[config.mk]
export PLATFORM = sky130hd
export DESIGN_NAME = wm_embed_ctrl
export DESIGN_NICKNAME = d
export VERILOG_FILES = /design/src/rtl/wm_embed_ctrl.sv
export SDC_FILE = /design/constraint.sdc
export NUM_CORES = 1
export LEC_CHECK = 0
export CELL_PAD_IN_SITES_DETAIL_PLACEMENT = 1
export CELL_PAD_IN_SITES_GLOBAL_PLACEMENT = 1
export CORE_MARGIN = 1.5
export CORE_UTILIZATION = 35
export DETAILED_ROUTE_END_ITERATION = 16
export PLACE_DENSITY_LB_ADDON = 0.08
export SYNTH_ARGS = -nofsm -noshare
export SYNTH_HDL_FRONTEND = slang
export SYNTH_SLANG_ARGS = --single-unit
[constraint.sdc]
create_clock -name clk -period 2.85 [get_ports clk]
set_clock_uncertainty 0.15 [all_clocks]
set_input_delay 0.4275 -clock clk [delete_from_list [all_inputs] [get_ports clk]]
set_output_delay 0.4275 -clock clk [all_outputs]
set_load 0.05 [all_outputs]
[src/rtl/wm_embed_ctrl.sv]
// rtl/wm_embed_ctrl.sv - watermark embedder read-modify-write sequencer over a band of image rows
// Optional macro WM_LFSR_EN: per-pixel key stream from an 8-bit LFSR instead of fixed key bits.

module wm_embed_ctrl #(
    parameter int IM_ROWS = 256,
    parameter int IM_COLS = 256,
    parameter int WM_ROWS = 64,
    parameter int WM_COLS = 64
) (
    input  logic       clk,
    input  logic       rst,
    input  logic       start,
    input  logic [7:0] key,
    input  logic [7:0] a1,
    input  logic [7:0] a2,
    input  logic [7:0] IM_data_in,
    input  logic [1:0] WM_data_in,
    output logic [7:0] Row_IM_addr,
    output logic [7:0] Col_IM_addr,
    output logic [7:0] Row_WM_addr,
    output logic [7:0] Col_WM_addr,
    output logic       IM_RD_WRn,
    output logic       WM_RD_WRn,
    output logic [7:0] IM_data_out,
    output logic       Ready,
    output logic       Busy
);

    typedef enum logic [1:0] {IDLE, RD, CALC, WR} state_t;

    localparam logic [8:0] LAST_ROW    = 9'(IM_ROWS - 1);
    localparam logic [8:0] LAST_COL    = 9'(IM_COLS - 1);
    localparam logic [7:0] WM_ROW_MASK = 8'(WM_ROWS - 1);
    localparam logic [7:0] WM_COL_MASK = 8'(WM_COLS - 1);

    state_t     state, next_state;
    logic [8:0] row, col, band_end;
    logic [8:0] a2_clamp, row_step, col_step;
    logic       band_ok, col_wrap, last_pixel, accept;
    logic [1:0] kbits;

    // 9-bit counters let the band end at row 255 without wrapping back to 0
    always_comb begin
        a2_clamp   = ({1'b0, a2} > LAST_ROW) ? LAST_ROW : {1'b0, a2};
        band_ok    = ({1'b0, a1} <= a2_clamp);
        accept     = (state == IDLE) && start && band_ok;
        col_wrap   = (col == LAST_COL);
        last_pixel = col_wrap && (row == band_end);
        col_step   = col_wrap ? 9'd0 : col + 9'd1;
        row_step   = col_wrap ? row + 9'd1 : row;
    end

    always_ff @(posedge clk or posedge rst) begin
        if (rst) begin
            state <= IDLE;
        end else begin
            state <= next_state;
        end
    end

    always_comb begin
        next_state = state;
        case (state)
            IDLE:    if (accept) next_state = RD;
            RD:      next_state = CALC;
            CALC:    next_state = WR;
            WR:      next_state = last_pixel ? IDLE : RD;
            default: next_state = IDLE;
        endcase
    end

    // Decoded from the async-reset state so a reset in WR drops the write strobe at once
    always_comb begin
        IM_RD_WRn = (state != WR);
        WM_RD_WRn = 1'b1;
        Ready     = (state == IDLE);
        Busy      = (state != IDLE);
    end

    always_ff @(posedge clk or posedge rst) begin
        if (rst) begin
            row         <= 9'd0;
            col         <= 9'd0;
            band_end    <= 9'd0;
            Row_IM_addr <= 8'd0;
            Col_IM_addr <= 8'd0;
            Row_WM_addr <= 8'd0;
            Col_WM_addr <= 8'd0;
            IM_data_out <= 8'd0;
        end else begin
            case (state)
                IDLE: begin
                    if (start) begin
                        band_end <= a2_clamp;
                        if (band_ok) begin
                            row         <= {1'b0, a1};
                            col         <= 9'd0;
                            Row_IM_addr <= a1;
                            Col_IM_addr <= 8'd0;
                            Row_WM_addr <= a1 & WM_ROW_MASK;
                            Col_WM_addr <= 8'd0;
                        end
                    end
                end
                CALC: begin
                    IM_data_out <= (IM_data_in & 8'hFC) | {6'd0, WM_data_in ^ kbits};
                end
                WR: begin
                    row <= row_step;
                    col <= col_step;
                    // Addresses freeze on the final pixel so IDLE keeps the last ones
                    if (!last_pixel) begin
                        Row_IM_addr <= row_step[7:0];
                        Col_IM_addr <= col_step[7:0];
                        Row_WM_addr <= row_step[7:0] & WM_ROW_MASK;
                        Col_WM_addr <= col_step[7:0] & WM_COL_MASK;
                    end
                end
                default: ;
            endcase
        end
    end

`ifdef WM_LFSR_EN
    logic [7:0] lfsr;

    always_ff @(posedge clk or posedge rst) begin
        if (rst) begin
            lfsr <= 8'h01;
        end else if (accept) begin
            lfsr <= (key == 8'd0) ? 8'h01 : key;
        end else if (state == WR) begin
            lfsr <= {lfsr[6:0], lfsr[7] ^ lfsr[5] ^ lfsr[4] ^ lfsr[3]};
        end
    end

    assign kbits = lfsr[1:0];
`else
    logic [1:0] key_bits;

    always_ff @(posedge clk or posedge rst) begin
        if (rst) begin
            key_bits <= 2'd0;
        end else if ((state == IDLE) && start) begin
            key_bits <= key[1:0];
        end
    end

    assign kbits = key_bits;
`endif

endmodule
==> key figures, run 1 <==
Global route
  • Total congestion overflow after global routing: 0
  • Antenna violations before repair: 0
  • Pin count of the biggest net entering global routing: 34
  • Number of global-route vias before repair: 2,671
  • All-Layer GR Usage: 17.3%
  • Wire length of the first global-routing pass: 13,600 um

Critical path
  • Register-to-Register Setup Slack: 0.35 ns
  • Crit Path Class: register to output pin
  • CP Data Arrival Time: 2.09 ns
  • Data required time of the critical path: 2.27 ns
  • Maximum fanout encountered on the critical timing path: 6
  • Cell repeated most along the worst path: inv_1
  • Start of the worst register-to-register path: col[0]
  • Startpoint of the worst setup timing path: state[0]
  • Category of the worst setup path capture point: output pin
  • Maximum single-stage delay on the critical path: 0.84 ns
  • Cell-by-cell trace of the critical path: inv_1, ha_1, inv_1, clkdlybuf4s50_1
  • Worst Reg-to-Reg Cells: 6
  • Reg2reg end: Row_IM_addr[1]
  • Slowest cell on crit path: clkdlybuf4s50_1
  • CP startpoint kind: register

Floorplan
  • Number of ports placed on the die boundary: 81
  • Starting Density: 36.5%
  • Die Height: 98.8 um
  • Area of the die: 9770 um^2
  • Std-Cell Core Area: 8810 um^2
  • Horizontal die dimension: 98.8 um
  • Num rows: 34

Timing
  • Aggregate negative setup slack: 0 ns
  • Hold violation count in the final report: 0
  • RSZ-0062 raised after global routing: false
  • Final worst path period share: 93.6%
  • Tmin final: 2.67 ns
  • Worst Tran Pin Value: 0.550 ns
  • Max Fclk: 375 MHz
  • Final Worst Setup Slack: 0.181 ns
  • Setup Viol. Count Final: 0
  • Slew Limit Fails: 0
  • Worst slew margin: 63.3%

Run
  • Max Cap Violations: 0

Run status
  • Violations in the final reports: design-rule violations
  • Outcome: complete, but fails checks

CTS
  • Buffer levels on the longest clock path: 2
  • Clock network latency to the later pin of the worst-skew pair: 0.30 ns
  • Clock tree from TritonCTS: built
  • Hold buffer count at cts: 0
  • Count of buffers added by post-CTS timing repair for setup: 0
  • Sinks on Clock Net: 54
  • Clock buffer count from CTS: 5
  • Clock slew at the register clock pins of the worst setup and hold paths: 0.10 ns
  • Root Buffer Master: clkbuf_8
  • Level count of the clock H-tree: 2
  • Number of resized instances in the post-cts repair step: 0

Yosys
  • Post-Synth Simple-Gate Area: 15.3%
  • Post-synth top flop: dfrtp_1
  • Xor/xnor share of the synthesized area: 5.45%
  • Dominant combinational cell family by area after synthesis: simple AND/OR/NAND/NOR gates
  • Post-Synthesis Mean Instance Area: 9.92 um^2
  • Post-synthesis cell count: 324
  • Compound-cell area share of the yosys netlist: 14.4%
  • Number of enable flip-flop cells after synthesis: 0
  • Area share of fa/ha/maj cells after synthesis: 5.06%
  • FFs w/ async S/R, synth: 100%
  • Number of different library cells in the post-synthesis netlist: 56
  • Number of warnings issued by yosys: 0
  • Register area share after synthesis: 42.0%
  • Share of synthesized area spent on multiplexers: 9.11%
  • Post-synthesis sequential element count: 54
  • Post-Syn Area: 3210 um^2

Detailed routing
  • Drt first pass iters: 10
  • DRC violation total after the first TritonRoute iteration: 67
  • Routed Antenna Nets: 0
  • Total detailed-routing wirelength: 7810 um
  • Wire length per cell: 15.6 um
  • Number of remaining DRC errors: 5
  • Detailed-route vias per instance: 5.12
  • Via count: 2,562

Placement
  • Port bufs: 67
  • Placer congestion estimate: 0.792
  • Placed Cells incl. Taps: 492
  • Worst slack at placement: -0.141 ns
  • DP Wirelength: 6030 um
  • Area post-placement: 4000 um^2

Power and ir drop
  • Leakage dissipation: 1.82 nW
  • Maximum ir drop on the vdd rail: 0.474 mV
  • Areal power density over the cells: 1140 nW/um^2

Layout
  • Non-filler cells, final: 500
  • Layout filler cell count: 1,003
  • Fraction of layout instances using a drive strength above 1: 17.3%
  • Commonest cells after routing, fill and taps aside: clkdlybuf4s50_1 (66), dfrtp_1 (54), nand2_1 (29), buf_4 (24)
  • Most frequent standard cell in the layout excluding fill and tap cells: clkdlybuf4s50_1
  • Final std cell area, no fill: 4110 um^2
  • Final standard cell utilization of the core: 46.6%
  • Diodes inserted: 0
  • Final layout net count: 441
  • Layout area overhead: 27.8%

Min path
  • Min-delay worst type: input port to asynchronous set/reset pin
-- synth_stat cells (2+ instances only) --
cell,instances,area [um^2]
a21o_1,2,15.0
mux2_4,4,60.1
a21oi_1,17,85.1
mux2i_1,3,30.0
ha_1,13,163
nand2_1,29,109
clkbuf_1,9,33.8
and3_1,3,18.8
o31ai_1,5,37.5
dfrtp_1,54,1350
conb_1,2,7.51
xor2_1,9,78.8
xnor2_1,11,96.3
buf_2,4,20.0
nor3_1,8,40.0
nor2b_1,4,25.0
nand3_1,13,65.1
a32o_1,2,20.0
or2_2,2,12.5
mux2_2,18,203
o21ai_0,14,70.1
a22o_1,9,78.8
inv_1,17,63.8
nand4_1,5,31.3
nor2_1,18,67.6
buf_4,18,135
and2_1,2,12.5
-- registers in the layout, indices dropped and copies added (netlist names) --
name / count
col: 9
IM_data_out: 8
state: 2
row: 9
kbits: 2
Col_IM_addr: 8
Row_IM_addr: 8
band_end: 8
-- how the worst max path moves through the flow --
stage / end / slack (ns) / cells after the start
2_1_floorplan: Col_IM_addr[2] / 0.001 / 9
3_3_place_gp: col[2] / -0.06 / 10
3_5_place_dp: col[2] / -0.14 / 10
4_1_cts: Busy / 0.16 / 4
5_1_grt: col[2] / 0.04 / 10
6_report: Busy / 0.18 / 4
-- cell type report --
cell class	instances	area, um^2	area share [%]
flip-flops and latches	54	1350	32.9
well taps	108	135	3.29
repair buffers	90	841	20.5
clock buffers	6	72.6	1.77
multi-input cells	223	1610	39.1
inverters	17	63.8	1.55
clock inverters	2	37.5	0.914
-- critical path: cells and delay by family (launching register included) --
| kind | cells | cell delay [ns] |
|---|---|---|
| adders and majority gates | 1 | 0.30 |
| DFF | 1 | 0.37 |
| buffers and inverters | 3 | 1.12 |
-- power breakdown --
group	internal (mW)	switching (mW)	total [mW]	leakage [nW]
Sequential	1.06	0.258	1.32	0.673
Combinational	1.13	1.70	2.83	1.09
Clock	0.263	0.260	0.523	0.0514
Total	2.45	2.22	4.67	1.82
-- per-layer routing --
metal / routed length (um) / track usage, % / vias up / part of all wire, %
met2: 3760 / 29.7 / 53 / 48
met4: 85 / 4.07 / 0 / 1.1
met1: 3720 / 23.3 / 1266 / 48
li1: - / - / 1236 / -
met5: 0 / 0 / - / 0
met3: 250 / 2.27 / 7 / 3.2
-- kinds of logic after synthesis --
group / after synthesis
compound gates: 66
xor+xnor: 20
buf+inv: 50
flops: 54
simple gates: 94
mux: 25
fa+ha+maj: 13
other cells: 2
-- through the flow --
step | hold WS [ns] | power, mW
after floorplan | 0.319 | 3.38
after global placement | 0.335 | 4.14
after detailed placement | 0.345 | 4.19
after CTS | 0.356 | 4.73
after global routing | 0.388 | 4.99
final | 0.336 | 4.67
No activity file was read; power rests on OpenSTA's default activity.
==> inputs of run 2 (changes only) <==
- REMOVE_ABC_BUFFERS: unset -> 1
==> run 2 against run 1 <==
Die area did not move. Largest power group unchanged. Via count fell by 2.1%. Utilization hardly changed. Sequential power about the same. The flow still finishes with violations (design-rule violations). Highest routed layer unchanged. First-iteration DRC count decreased by 1.5%.
==> key figures, run 2 (synthesized netlist as in run 1, its figures left out) <==
Run
  • Max Cap Violations: 0 (unchanged)

Floorplan
  • Std-Cell Core Area: 8810 um^2 (unchanged)
  • Num rows: 34 (unchanged)
  • Area of the die: 9770 um^2 (unchanged)
  • Die Height: 98.8 um (unchanged)
  • Starting Density: 36.5% (unchanged)
  • Horizontal die dimension: 98.8 um (unchanged)
  • Number of ports placed on the die boundary: 81 (unchanged)

Power and ir drop
  • Net Sw Power: 2.21 mW (-0.34%)
  • Pwr Total: 4.62 mW (-0.97%)
  • Areal power density over the cells: 1130 nW/um^2 (-0.94%)
  • Power Internal: 2.41 mW (-1.5%)
  • Part of the total power dissipated in sequential elements: 28.4% (+0.2 points)
  • Sw frac: 47.8% (+0.30 points)
  • Combinational fraction of design power: 61.9% (+1.3 points)
  • Leakage dissipation: 1.83 nW (+0.45%)
  • Clock group share of total power: 9.6% (-1.6 points)
  • Maximum ir drop on the vdd rail: 0.424 mV (-11%)

Detailed routing
  • Total detailed-routing wirelength: 7730 um (-1.1%)
  • DRC violation total after the first TritonRoute iteration: 66 (-1.5%)
  • Detailed-route vias per instance: 5.01 (-2.3%)
  • Number of remaining DRC errors: 4 (-1)
  • Via count: 2,508 (-2.1%)
  • Wire length per cell: 15.4 um (-1.3%)
  • Drt first pass iters: 10 (unchanged)
  • Routed Antenna Nets: 0 (unchanged)

Timing
  • Hold violation count in the final report: 0 (unchanged)
  • Aggregate negative setup slack: 0 ns (unchanged)
  • RSZ-0062 raised after global routing: false
  • Final worst path period share: 93.4% (-0.19 points)
  • Worst Tran Pin Value: 0.624 ns (+0.0741 ns)
  • Max Fclk: 375 MHz (+0.20%)
  • Slew Limit Fails: 0 (unchanged)
  • Setup Viol. Count Final: 0 (unchanged)
  • Worst slew margin: 58.2% (-5.0 points)
  • Tmin final: 2.66 ns (-0.00541 ns)

Layout
  • Diodes inserted: 0 (unchanged)
  • Layout area overhead: 27.7% (about the same)
  • Most frequent standard cell in the layout excluding fill and tap cells: clkdlybuf4s50_1
  • Commonest cells after routing, fill and taps aside: clkdlybuf4s50_1 (65), dfrtp_1 (54), nand2_1 (29), buf_4 (25)
  • Final layout net count: 442 (+0.23%)
  • Fraction of layout instances using a drive strength above 1: 17.8% (+0.46 points)
  • Largest registers: col: 9 flops, row: 9 flops

Min path
  • Min-delay worst type: input port to asynchronous set/reset pin

Critical path
  • Worst Reg-to-Reg Cells: 9 (+3)
  • Startpoint of the worst setup timing path: a1[5]
  • CP Data Arrival Time: 2.72 ns (+0.63 ns)
  • CP startpoint kind: input port
  • Start of the worst register-to-register path: state[1]
  • Capturing element of the worst setup path: Col_IM_addr[1]
  • Category of the worst setup path capture point: register
  • Crit Path Class: input port to register
  • Data required time of the critical path: 2.91 ns (+0.64 ns)
  • Maximum fanout encountered on the critical timing path: 14 (+8)
  • Reg2reg end: Row_IM_addr[4]
  • Register-to-Register Setup Slack: 0.33 ns (-0.02 ns)

Run status
  • Violations in the final reports: design-rule violations
  • Outcome: complete, but fails checks

Global route
  • Met3 capacity usage during global routing: 2.70% (+0.43 points)
  • Pin count of the biggest net entering global routing: 34 (unchanged)
  • Total congestion overflow after global routing: 0 (unchanged)
  • Antenna violations before repair: 0 (unchanged)
  • All-Layer GR Usage: 16.7% (-0.56 points)
  • GR met1 Demand/Resource: 21.5% (-1.8 points)
  • Wire length of the first global-routing pass: 13,100 um (-3.5%)
  • Met2 track demand over resource: 29.8% (+0.11 points)
  • Number of global-route vias before repair: 2,686 (+0.56%)
  • Most congested layer reported by global routing: met2

CTS
  • Level count of the clock H-tree: 2 (unchanged)
  • Clock tree from TritonCTS: built
  • Number of resized instances in the post-cts repair step: 0 (unchanged)
  • Sinks on Clock Net: 54 (unchanged)
  • Root Buffer Master: clkbuf_8
  • Buffer levels on the longest clock path: 2 (unchanged)
  • Clock network latency to the later pin of the worst-skew pair: 0.31 ns (about the same)
  • Count of buffers added by post-CTS timing repair for setup: 0 (unchanged)
  • Hold buffer count at cts: 0 (unchanged)
  • Clock buffer count from CTS: 5 (unchanged)
  • Clock slew at the register clock pins of the worst setup and hold paths: 0.10 ns (about the same)

Placement
  • Port bufs: 67 (unchanged)
  • DP Wirelength: 5970 um (-0.95%)
  • Placer congestion estimate: 0.754 (-4.8%)
## run 2: cell count changes in the layout (fill, tap and decap cells not counted), sizes merged
cell | before | now
clkinv | 0 | 1
buf | 24 | 26
clkdlybuf4s50 | 66 | 65
clkbuf | 6 | 7
clkinvlp | 1 | 0
bufinv | 1 | 0
## run 2: how the worst min path moves through the flow
stage	end	slack, ns
2_1_floorplan	band_end[4]	0.32
5_1_grt	Col_IM_addr[6]	0.38
4_1_cts	Col_IM_addr[5]	0.36
3_5_place_dp	Col_IM_addr[6]	0.34
3_3_place_gp	Col_IM_addr[6]	0.33
6_report	Col_IM_addr[5]	0.34
## run 2: per-layer routing
| layer | part of all wire, % | wire (um) | vias to the layer above |
|---|---|---|---|
| met3 | 2.7 | 209 | 6 |
| met5 | 0 | 0 | - |
| met2 | 49 | 3810 | 42 |
| met1 | 47 | 3660 | 1223 |
| met4 | 0.71 | 55 | 0 |
| li1 | - | - | 1237 |
## run 2: final cells by class
cell class / count / area, um^2
clock inverter: 1 / 5.00
multi-input combinational: 223 / 1610
clock buffer: 7 / 86.3
timing repair buffer: 91 / 858
inverter: 17 / 63.8
fill: 992 / 4700
sequential: 54 / 1350
tap: 108 / 135
## run 2: critical path, cell delays in order
cell and delay, ns:
clkdlybuf4s50_1 0.49, ha_1 0.34, nand4_1 0.14, nor3_1 0.36, a21o_2 0.22, a22o_4 0.15, o21ai_4 0.17, buf_4 0.20
a22o_1 0.21
## run 2: metrics by stage
step,util [%],hold slack (ns),area [um^2],worst slack (ns),cells
2_1_floorplan,-,0.319,3020,-0.172,294
3_3_place_gp,45.6,0.332,4010,-0.110,493
3_5_place_dp,45.6,0.340,4010,-0.148,493
4_1_cts,46.6,0.359,4110,0.171,501
5_1_grt,46.6,0.381,4110,0.0777,501
6_report,46.6,0.340,4110,0.187,501
## run 2: power by group through the flow
stage | Sequential (mW) | Combinational (mW) | Clock (mW)
after floorplan | 1.93 | 1.28 | 0
after global placement | 1.32 | 2.85 | 0
after detailed placement | 1.33 | 2.90 | 0
after CTS | 1.32 | 2.91 | 0.465
after global routing | 1.36 | 3.10 | 0.492
final | 1.31 | 2.86 | 0.446
